==> config.mk <==
export PLATFORM = sky130hd
export DESIGN_NAME = spi_instr_loader
export DESIGN_NICKNAME = d
export VERILOG_FILES = /design/src/rtl/spi_instr_loader.sv
export SDC_FILE = /design/constraint.sdc
export NUM_CORES = 1
export LEC_CHECK = 0
export CAP_MARGIN = 25
export CORE_ASPECT_RATIO = 1.4
export CORE_MARGIN = 2
export CORE_UTILIZATION = 45
export DETAILED_ROUTE_END_ITERATION = 8
export PLACE_DENSITY_LB_ADDON = 0.05
export SYNTH_ARGS = -nofsm -noshare
export SYNTH_HDL_FRONTEND = slang
export SYNTH_SLANG_ARGS = --single-unit
==> constraint.sdc <==
create_clock -name clk -period 7.1 [get_ports clk]
set_input_delay 1.42 -clock clk [delete_from_list [all_inputs] [get_ports clk]]
set_output_delay 1.42 -clock clk [all_outputs]
set_load 0.05 [all_outputs]
==> src/rtl/spi_instr_loader.sv <==
// SPI mode-0 slave that loads instruction words into the PIO instruction register file.
// All SPI pins are oversampled on clk; edges are detected on the synchronized copies.
module spi_instr_loader #(
  parameter int unsigned ADDR_W      = 5,
  parameter int unsigned INSTR_W     = 16,
  parameter int unsigned SYNC_STAGES = 2
) (
  input  logic               clk,
  input  logic               rst,
  input  logic               spi_sclk,
  input  logic               spi_cs_n,
  input  logic               spi_mosi,
  output logic               spi_miso,
  output logic [ADDR_W-1:0]  write_addr,
  output logic [INSTR_W-1:0] instr_in,
  output logic               write_en,
  output logic               busy,
  output logic               frame_abort,
  output logic [7:0]         write_count
);

  localparam int unsigned MaxBits = (INSTR_W > 8) ? INSTR_W : 8;
  localparam int unsigned CntW    = $clog2(MaxBits + 1);
  localparam logic [CntW-1:0] LastHdrBit  = CntW'(7);
  localparam logic [CntW-1:0] LastWordBit = CntW'(INSTR_W - 1);

  typedef enum logic [1:0] {StIdle, StHeader, StData, StIgnore} state_e;

  logic [SYNC_STAGES-1:0] sclk_sync_q, sclk_sync_d;
  logic [SYNC_STAGES-1:0] cs_sync_q, cs_sync_d;
  logic [SYNC_STAGES-1:0] mosi_sync_q, mosi_sync_d;
  logic                   sclk_prev_q, sclk_prev_d;
  logic                   cs_prev_q, cs_prev_d;
  state_e                 state_q, state_d;
  logic [CntW-1:0]        bit_cnt_q, bit_cnt_d;
  logic [INSTR_W-2:0]     shift_q, shift_d;
  logic [7:0]             miso_sh_q, miso_sh_d;
  logic [ADDR_W-1:0]      addr_cnt_q, addr_cnt_d;
  logic [ADDR_W-1:0]      write_addr_q, write_addr_d;
  logic [INSTR_W-1:0]     instr_q, instr_d;
  logic                   write_en_q, write_en_d;
  logic                   abort_q, abort_d;
  logic [7:0]             count_q, count_d;

  logic               sclk_s, cs_s, mosi_s;
  logic               sclk_rise, sclk_fall, cs_fall, cs_rise;
  logic [INSTR_W-1:0] shifted;

  assign sclk_s    = sclk_sync_q[SYNC_STAGES-1];
  assign cs_s      = cs_sync_q[SYNC_STAGES-1];
  assign mosi_s    = mosi_sync_q[SYNC_STAGES-1];
  assign sclk_rise = ~sclk_prev_q & sclk_s;
  assign sclk_fall = sclk_prev_q & ~sclk_s;
  assign cs_fall   = cs_prev_q & ~cs_s;
  assign cs_rise   = ~cs_prev_q & cs_s;
  // Shift register is cleared outside a frame, so a start coinciding with a rise sees zeros.
  assign shifted   = {shift_q, mosi_s};

  always_comb begin
    sclk_sync_d = {sclk_sync_q[SYNC_STAGES-2:0], spi_sclk};
    cs_sync_d   = {cs_sync_q[SYNC_STAGES-2:0], spi_cs_n};
    mosi_sync_d = {mosi_sync_q[SYNC_STAGES-2:0], spi_mosi};
    sclk_prev_d = sclk_s;
    cs_prev_d   = cs_s;
  end

  always_comb begin
    state_d      = state_q;
    bit_cnt_d    = bit_cnt_q;
    shift_d      = shift_q;
    miso_sh_d    = miso_sh_q;
    addr_cnt_d   = addr_cnt_q;
    write_addr_d = write_addr_q;
    instr_d      = instr_q;
    count_d      = count_q;
    write_en_d   = 1'b0;
    abort_d      = 1'b0;

    if (cs_rise) begin
      if (state_q != StIdle && bit_cnt_q != '0) abort_d = 1'b1;
      state_d   = StIdle;
      bit_cnt_d = '0;
      shift_d   = '0;
      miso_sh_d = '0;
    end else begin
      if (cs_fall) begin
        state_d   = StHeader;
        bit_cnt_d = '0;
        shift_d   = '0;
        miso_sh_d = count_q;
      end else if (sclk_fall && state_q == StHeader) begin
        miso_sh_d = {miso_sh_q[6:0], 1'b0};
      end

      // state_d already reflects a same-cycle frame start, so that edge is header bit 0.
      if (sclk_rise) begin
        unique case (state_d)
          StIdle: ;
          StHeader: begin
            if (bit_cnt_d == LastHdrBit) begin
              bit_cnt_d  = '0;
              shift_d    = '0;
              addr_cnt_d = shifted[ADDR_W-1:0];
              state_d    = shifted[7] ? StData : StIgnore;
            end else begin
              bit_cnt_d = bit_cnt_d + 1'b1;
              shift_d   = shifted[INSTR_W-2:0];
            end
          end
          StData: begin
            if (bit_cnt_d == LastWordBit) begin
              bit_cnt_d    = '0;
              shift_d      = '0;
              write_en_d   = 1'b1;
              write_addr_d = addr_cnt_q;
              instr_d      = shifted;
              addr_cnt_d   = addr_cnt_q + 1'b1;
              count_d      = count_q + 8'd1;
            end else begin
              bit_cnt_d = bit_cnt_d + 1'b1;
              shift_d   = shifted[INSTR_W-2:0];
            end
          end
          StIgnore: begin
            // Track word boundaries so a clean end of frame is not flagged as an abort.
            bit_cnt_d = (bit_cnt_d == LastWordBit) ? '0 : bit_cnt_d + 1'b1;
          end
          default: ;
        endcase
      end
    end
  end

  always_ff @(posedge clk or negedge rst) begin
    if (!rst) begin
      sclk_sync_q  <= '0;
      cs_sync_q    <= '1;
      mosi_sync_q  <= '0;
      sclk_prev_q  <= 1'b0;
      cs_prev_q    <= 1'b1;
      state_q      <= StIdle;
      bit_cnt_q    <= '0;
      shift_q      <= '0;
      miso_sh_q    <= '0;
      addr_cnt_q   <= '0;
      write_addr_q <= '0;
      instr_q      <= '0;
      count_q      <= '0;
      write_en_q   <= 1'b0;
      abort_q      <= 1'b0;
    end else begin
      sclk_sync_q  <= sclk_sync_d;
      cs_sync_q    <= cs_sync_d;
      mosi_sync_q  <= mosi_sync_d;
      sclk_prev_q  <= sclk_prev_d;
      cs_prev_q    <= cs_prev_d;
      state_q      <= state_d;
      bit_cnt_q    <= bit_cnt_d;
      shift_q      <= shift_d;
      miso_sh_q    <= miso_sh_d;
      addr_cnt_q   <= addr_cnt_d;
      write_addr_q <= write_addr_d;
      instr_q      <= instr_d;
      count_q      <= count_d;
      write_en_q   <= write_en_d;
      abort_q      <= abort_d;
    end
  end

  assign spi_miso    = (state_q == StHeader) & miso_sh_q[7];
  assign write_addr  = write_addr_q;
  assign instr_in    = instr_q;
  assign write_en    = write_en_q;
  assign busy        = ~cs_s;
  assign frame_abort = abort_q;
  assign write_count = count_q;

endmodule

# After elaboration in Yosys (flattened, before gate mapping)

Cells that the tools add are included.

Input bits: 5
Register bits: 74
Output and inout bits: 33

Equality and inequality tests: 8
Muxes and demuxes: 32
$add $sub $neg: 3
Reduce and logical (&&, ||, !) cells: 9
Bitwise logic cells: 10

Operators by type and width:

| kind                  | count |
|---|---|
| $mux W15              | 5 |
| $mux W5               | 8 |
| $pmux W15 S2          | 1 |
| $mux W8               | 3 |
| $pmux W5 S2           | 2 |
| $mux W2               | 6 |
| $add A5 B1 Y5 const B | 2 |
| $add A8 B1 Y8 const B | 1 |
| $mux W1               | 7 |
| $and A1 B1 Y1         | 5 |
| $eq A5 B3 Y1 const B  | 1 |
| $eq A5 B4 Y1 const B  | 1 |
| $not A1 Y1            | 5 |
| $reduce_and A5 Y1     | 1 |
| $reduce_bool A5 Y1    | 1 |
| $eq A2 B1 Y1 const B  | 2 |
| $eq A2 B2 Y1 const B  | 2 |
| $ne A2 B2 Y1 const B  | 2 |
| $reduce_and A4 Y1     | 1 |
| $reduce_bool A2 Y1    | 2 |
| $reduce_bool A3 Y1    | 1 |
| $logic_and A1 B1 Y1   | 2 |
| $reduce_or A2 Y1      | 1 |

# Logic depth before layout (Yosys ltp)

Depth in word-level cells: 9
Mapped depth: 14

# Worst setup path before layout

No wires, ideal clock.

Path type: register -> register
Start point: reg cs_sync_q[1]
End point: reg shift_q[10]
Arrival time: 3.250 ns
Buffers on the path: 4
Period minus slack after synthesis: 3.328 ns
Cell stages (with the launch flop): 15
Slack: 3.772 ns
Cell sequence: dfstp_2 inv_1 ha_1 buf_6 clkbuf_1 nor2b_1 ha_1 and3b_2 and2_1 ha_1 nor2b_1 clkbuf_1 buf_1 o211ai_1 a21oi_1

Word-level cells in the longest chain between the ends: 9
Elaborated cells on any way between the ends: 17

Ends and longest elaborated chain:

| what                                                | RTL line | RTL |
|---|---|---|
| from (decl)                                         | 30       | `logic [SYNC_STAGES-1:0] cs_sync_q, cs_sync_d;` |
| from (signal assigned)                              | 153      | `cs_sync_q <= cs_sync_d;` |
| $not A1 Y1 (*)                                      | --       |  |
| via busy                                            | 17       | `output logic busy,` |
| $and A1 B1 Y1 (*)                                   | 54       | `assign cs_fall = cs_prev_q & ~cs_s;` |
| $mux W5                                             | 86       | `if (cs_fall) begin` |
| $mux W5                                             | 79       | `if (cs_rise) begin` |
| $eq A5 B4 Y1 / $eq A5 B3 Y1 (equally long branches) | 111, 100 |  |
| $mux W15, on equally long branches                  | 111, 100 |  |
| $pmux W15 S2                                        | 97       | `unique case (state_d)` |
| $mux W15 (*)                                        | 96       | `if (sclk_rise) begin` |
| $mux W15 (*)                                        | 79       |  |
| via shift_d[10]                                     | 36       | `logic [INSTR_W-2:0] shift_q, shift_d;` |
| to (signal assigned)                                | 159      | `shift_q <= shift_d;` |
| to (decl)                                           | 36       |  |

The timed path passes the listed nets; every way through them passes the cells marked *. The select of a mux whose other input is x is not followed.
A chain may end at the register's enable or synchronous reset.

# Worst setup path in the final report

Start point: reg cs_sync_q[1]
End point: reg instr_q[13], in the netlist instr_in[13]

Word-level cells in the longest chain between the ends: 6
Elaborated cells on any way between the ends: 11

Ends and longest elaborated chain:

| what                                                | RTL line | RTL |
|---|---|---|
| $not A1 Y1                                          | 54       |  |
| $and A1 B1 Y1                                       | 54       |  |
| $mux W5 / $mux W2 (equally long branches)           | 86       |  |
| $mux W5 / $mux W2 (equally long branches)           | 79       |  |
| $eq A5 B4 Y1 / $eq A2 B2 Y1 (equally long branches) | 111, 97  |  |
| $reduce_and A4 Y1 (no source line) (*)              | --       |  |
| to (signal assigned)                                | 163      | `instr_q <= instr_d;` |
| to (decl)                                           | 40       | `logic [INSTR_W-1:0] instr_q, instr_d;` |

Every way passes the cells marked *; elsewhere a longest branch is shown, timed or not. The select of a mux whose other input is x is not followed.

==> results by group <==
Run status
  – Outcome: completed

Synthesis
  – Post-Synth Simple-Gate Area: 0.129
  – Complex-gate fraction of the synthesized area: 0.102
  – Mux cell area share after synthesis: 0.130
  – Most instantiated cells after synthesis: 71 x dfrtp_1, 33 x mux2_2, 23 x nand2_1, 20 x a21oi_1, 19 x nor2_1
  – Ys Warns: 0
  – Synthesized area per cell: 11.5 sq um
  – Largest family of logic cells by synthesized area: multiplexers
  – Post-Syn Area: around 0.0034 sq mm
  – Yosys cell types: between 40 and 50
  – Syn_nets: 309
  – Async SR Flop Fraction: 1.00
  – Synth Instances: roughly 300
  – Top-count cell post-synth: dfrtp_1
  – Most used flip-flop cell after synthesis: dfrtp_1
  – Largest cells by area after synthesis: dfrtp_1 52%, mux2_2 11%, ha_1 3.7%
  – Biggest area consumer among synthesized cells: dfrtp_1
  – Sequential share of the synthesized area: 0.547
  – XOR/XNOR Fraction of Synth Area: 0.0181
  – Yosys top cell area share: 0.523
  – Number of flops mapped to enable cells by yosys: 0
  – Synth Area in Adders: 0.0369
  – #FFs+latches synth: 74

Place
  – Dpl cell area: 0.00383 sq mm
  – Placer Congestion: 0.826
  – Hpwl dp: 4430 microns
  – Setup WS pre-CTS: 3.54 ns
  – Port bufs: 37

Global route
  – Grt met2 use: 0.301
  – Most crowded layer after global routing: met2
  – Met1 Use GR: 0.222
  – First-pass GRT wire length: between 10,000 and 15,000 microns
  – Initial antenna violation count: 0
  – Met3 usage: 0.0438
  – Gr usage total: 0.181
  – Global route overflow: 0
  – Vias in the first global route: approximately 2,400
  – Largest net degree at the start of global routing: 75

Critical path
  – CP Launch Type: flip-flop
  – CP Cell Sequence: inv_1 -> ha_1 -> nor2b_1 -> ha_1 -> and3b_2 -> and2_1 -> ha_1 -> and3_1 -> buf_4 -> mux2_2
  – Worst EP arrival: 3.79 ns
  – Critical path fanouts, max: 18
  – R2r endpoint: instr_in[13]
  – Internal reg-to-reg setup slack: 3.54 ns
  – Critical Path Sink Type: flip-flop
  – Reg2Reg Depth: 10
  – RR Startpoint: cs_sync_q[1]
  – Data required, critical path: 7.34 ns
  – Crit path max-delay cell type: dfstp_2
  – Category of the most critical setup path: reg2reg
  – Max stage delay on crit path: 0.54 ns
  – Most used cell, CP: ha_1

Route
  – ANT nets after route: 0
  – Residual DRC count: 0
  – Via count: between 2,000 and 2,500
  – WL final: 6840 microns
  – Routed WL per cell: 15.8 microns
  – Vias per std cell: 5.45
  – Pre-antenna DRT Iters: 4
  – Drt first-iter violations: 67

STA
  – Measured slew at the worst slew-check pin: 1.03 ns
  – Final TNS setup: 0 ns
  – Rel. slew slack: 0.309
  – Hold Vio Cnt, Final: 0
  – Fin crit share: 0.501
  – RSZ-0062 raised after global routing: no
  – Worst Slack Setup Final: around 3.5 ns
  – Endpoints failing setup: 0
  – Hold_ws: 0.357 ns
  – Skew final: 0.00866 ns
  – Fmax: 281 MHz
  – Slew Viols, Final: 0
  – Clock period minus worst slack: roughly 3.6 ns

Worst hold path
  – Hold Crit Endpoint: cs_sync_q[1]
  – Hold Path Cell Cnt: 0
  – Hold path startpoint: cs_sync_q[0]
  – Hold WC Path Type: reg2reg

Clocking
  – Cts-stage hold buffer count: 0
  – Clk_lat worst skew: 0.36 ns
  – Postcts setup bufs: 0
  – Sink Count: 74
  – Clock slew at reported path FFs: 0.08 ns
  – Root buffer cell: clkbuf_8
  – CTS tree: yes
  – Post_cts resized: 0
  – Maximum clock path buffer count: 2
  – CTS H-Tree Depth: 3
  – Cts bufs inserted: 9

Run
  – Total of max-cap violations: 0

Cells and area
  – Layout area overhead: 20.8%
  – Layout cell share with drive strength beyond 1: 0.188
  – Nets: approximately 350
  – Fin area: 0.00410 sq mm
  – Antenna diodes: 0

Floorplanning
  – Core area: about 0.0073 sq mm
  – Die area: 0.00826 sq mm
  – I/O pin count: 38
  – Initial Util: 0.464
  – Die Wd: slightly below 80 microns
  – Row count: 37
  – Die Y: between 100 and 150 microns

Pwr
  – Worst vdd ir: 0.119 mV
  – Leakage Power: between 0.0015 and 0.002 uW
  – PD cells: 229 mW/mm^2
critical path: cells and delay by family, from the launching register on:
kind | cells | cell delay [ns]
and+or+nand+nor | 4 | 1.19
adders and majority gates | 3 | 0.92
DFF | 1 | 0.54
buffers and inverters | 2 | 0.39
muxes | 1 | 0.36
power by group:
group | total, uW | internal, uW | switching [uW] | leakage (uW)
clock | 432 | 278 | 154 | 0.000134
combinational | 62.3 | 21.9 | 40.4 | 0.000745
sequential | 445 | 432 | 12.5 | 0.000993
total | 939 | 732 | 207 | 0.00187
routing by layer:
| metal | routed length, microns | vias to the layer above | share of wire |
|---|---|---|---|
| met5 | 0 | - | 0 |
| met1 | 3010 | 1168 | 0.44 |
| met2 | 3460 | 46 | 0.51 |
| li1 | - | 1127 | - |
| met3 | 215 | 13 | 0.031 |
| met4 | 152 | 0 | 0.022 |
registers in the layout (all words and copies together) (netlist names), 2 cells and up:
name and cells:
state_q 2, write_count 8, shift_q 15, mosi_sync_q 2, instr_in 16, write_addr 5, sclk_sync_q 2, cs_sync_q 2
addr_cnt_q 5, bit_cnt_q 5, miso_sh_q 8
cells in the final DEF (no fill, tap or decap), drive strengths merged, types with 2 or more instances in the layout:
master	instances
buf	6
mux2i	7
nor2	19
nor3b	3
bufinv	4
and2	2
xnor2	5
o21ai	5
and3	3
dfrtp	71
and3b	3
nand2b	4
clkdlybuf4s50	36
nand2	23
inv	10
clkbuf	11
nor3	3
o41ai	2
o211ai	16
ha	10
mux2	33
a221oi	3
a21oi	20
nand3	6
xor2	2
dfstp	3
nor2b	3
a211oi	2
nand4	8
final cells by class:
type	instances	area, sq um
clock buffer	11	141
tap	97	121
sequential	74	1860
timing repair buffer	42	405
multi-input combinational	193	1410
fill	691	3210
clock inverter	5	125
inverter	10	37.5
worst max-delay path by stage:
stage | startpoint | end | cells past startpoint
finish | cs_sync_q[1] | instr_in[13] | 10
global route | cs_sync_q[1] | instr_in[6] | 10
CTS | cs_sync_q[1] | instr_in[7] | 10
detailed placement | cs_sync_q[1] | instr_in[9] | 10
global placement | cs_sync_q[1] | instr_in[10] | 10
floorplan | cs_sync_q[1] | shift_q[10] | 14
per-stage QoR:
step / power (uW) / std cells / utilization
after detailed placement: 515 / 415 / 0.523
after CTS: 951 / 431 / 0.560
after global routing: 976 / 432 / 0.561
after global placement: 514 / 415 / 0.523
final: 939 / 432 / 0.561
after floorplan: 492 / 294 / -
cell families (layout without fill, tap and decap cells):
logic type	Yosys count	in the layout
AND/OR/NAND/NOR	83	83
flip-flops	74	74
AO/OA/AOI/OAI	53	53
multiplexers	40	40
buffers and inverters	27	68
adder cells (fa/ha/maj)	10	10
XOR/XNOR	7	7
No activity file was read; power rests on OpenSTA's default activity.
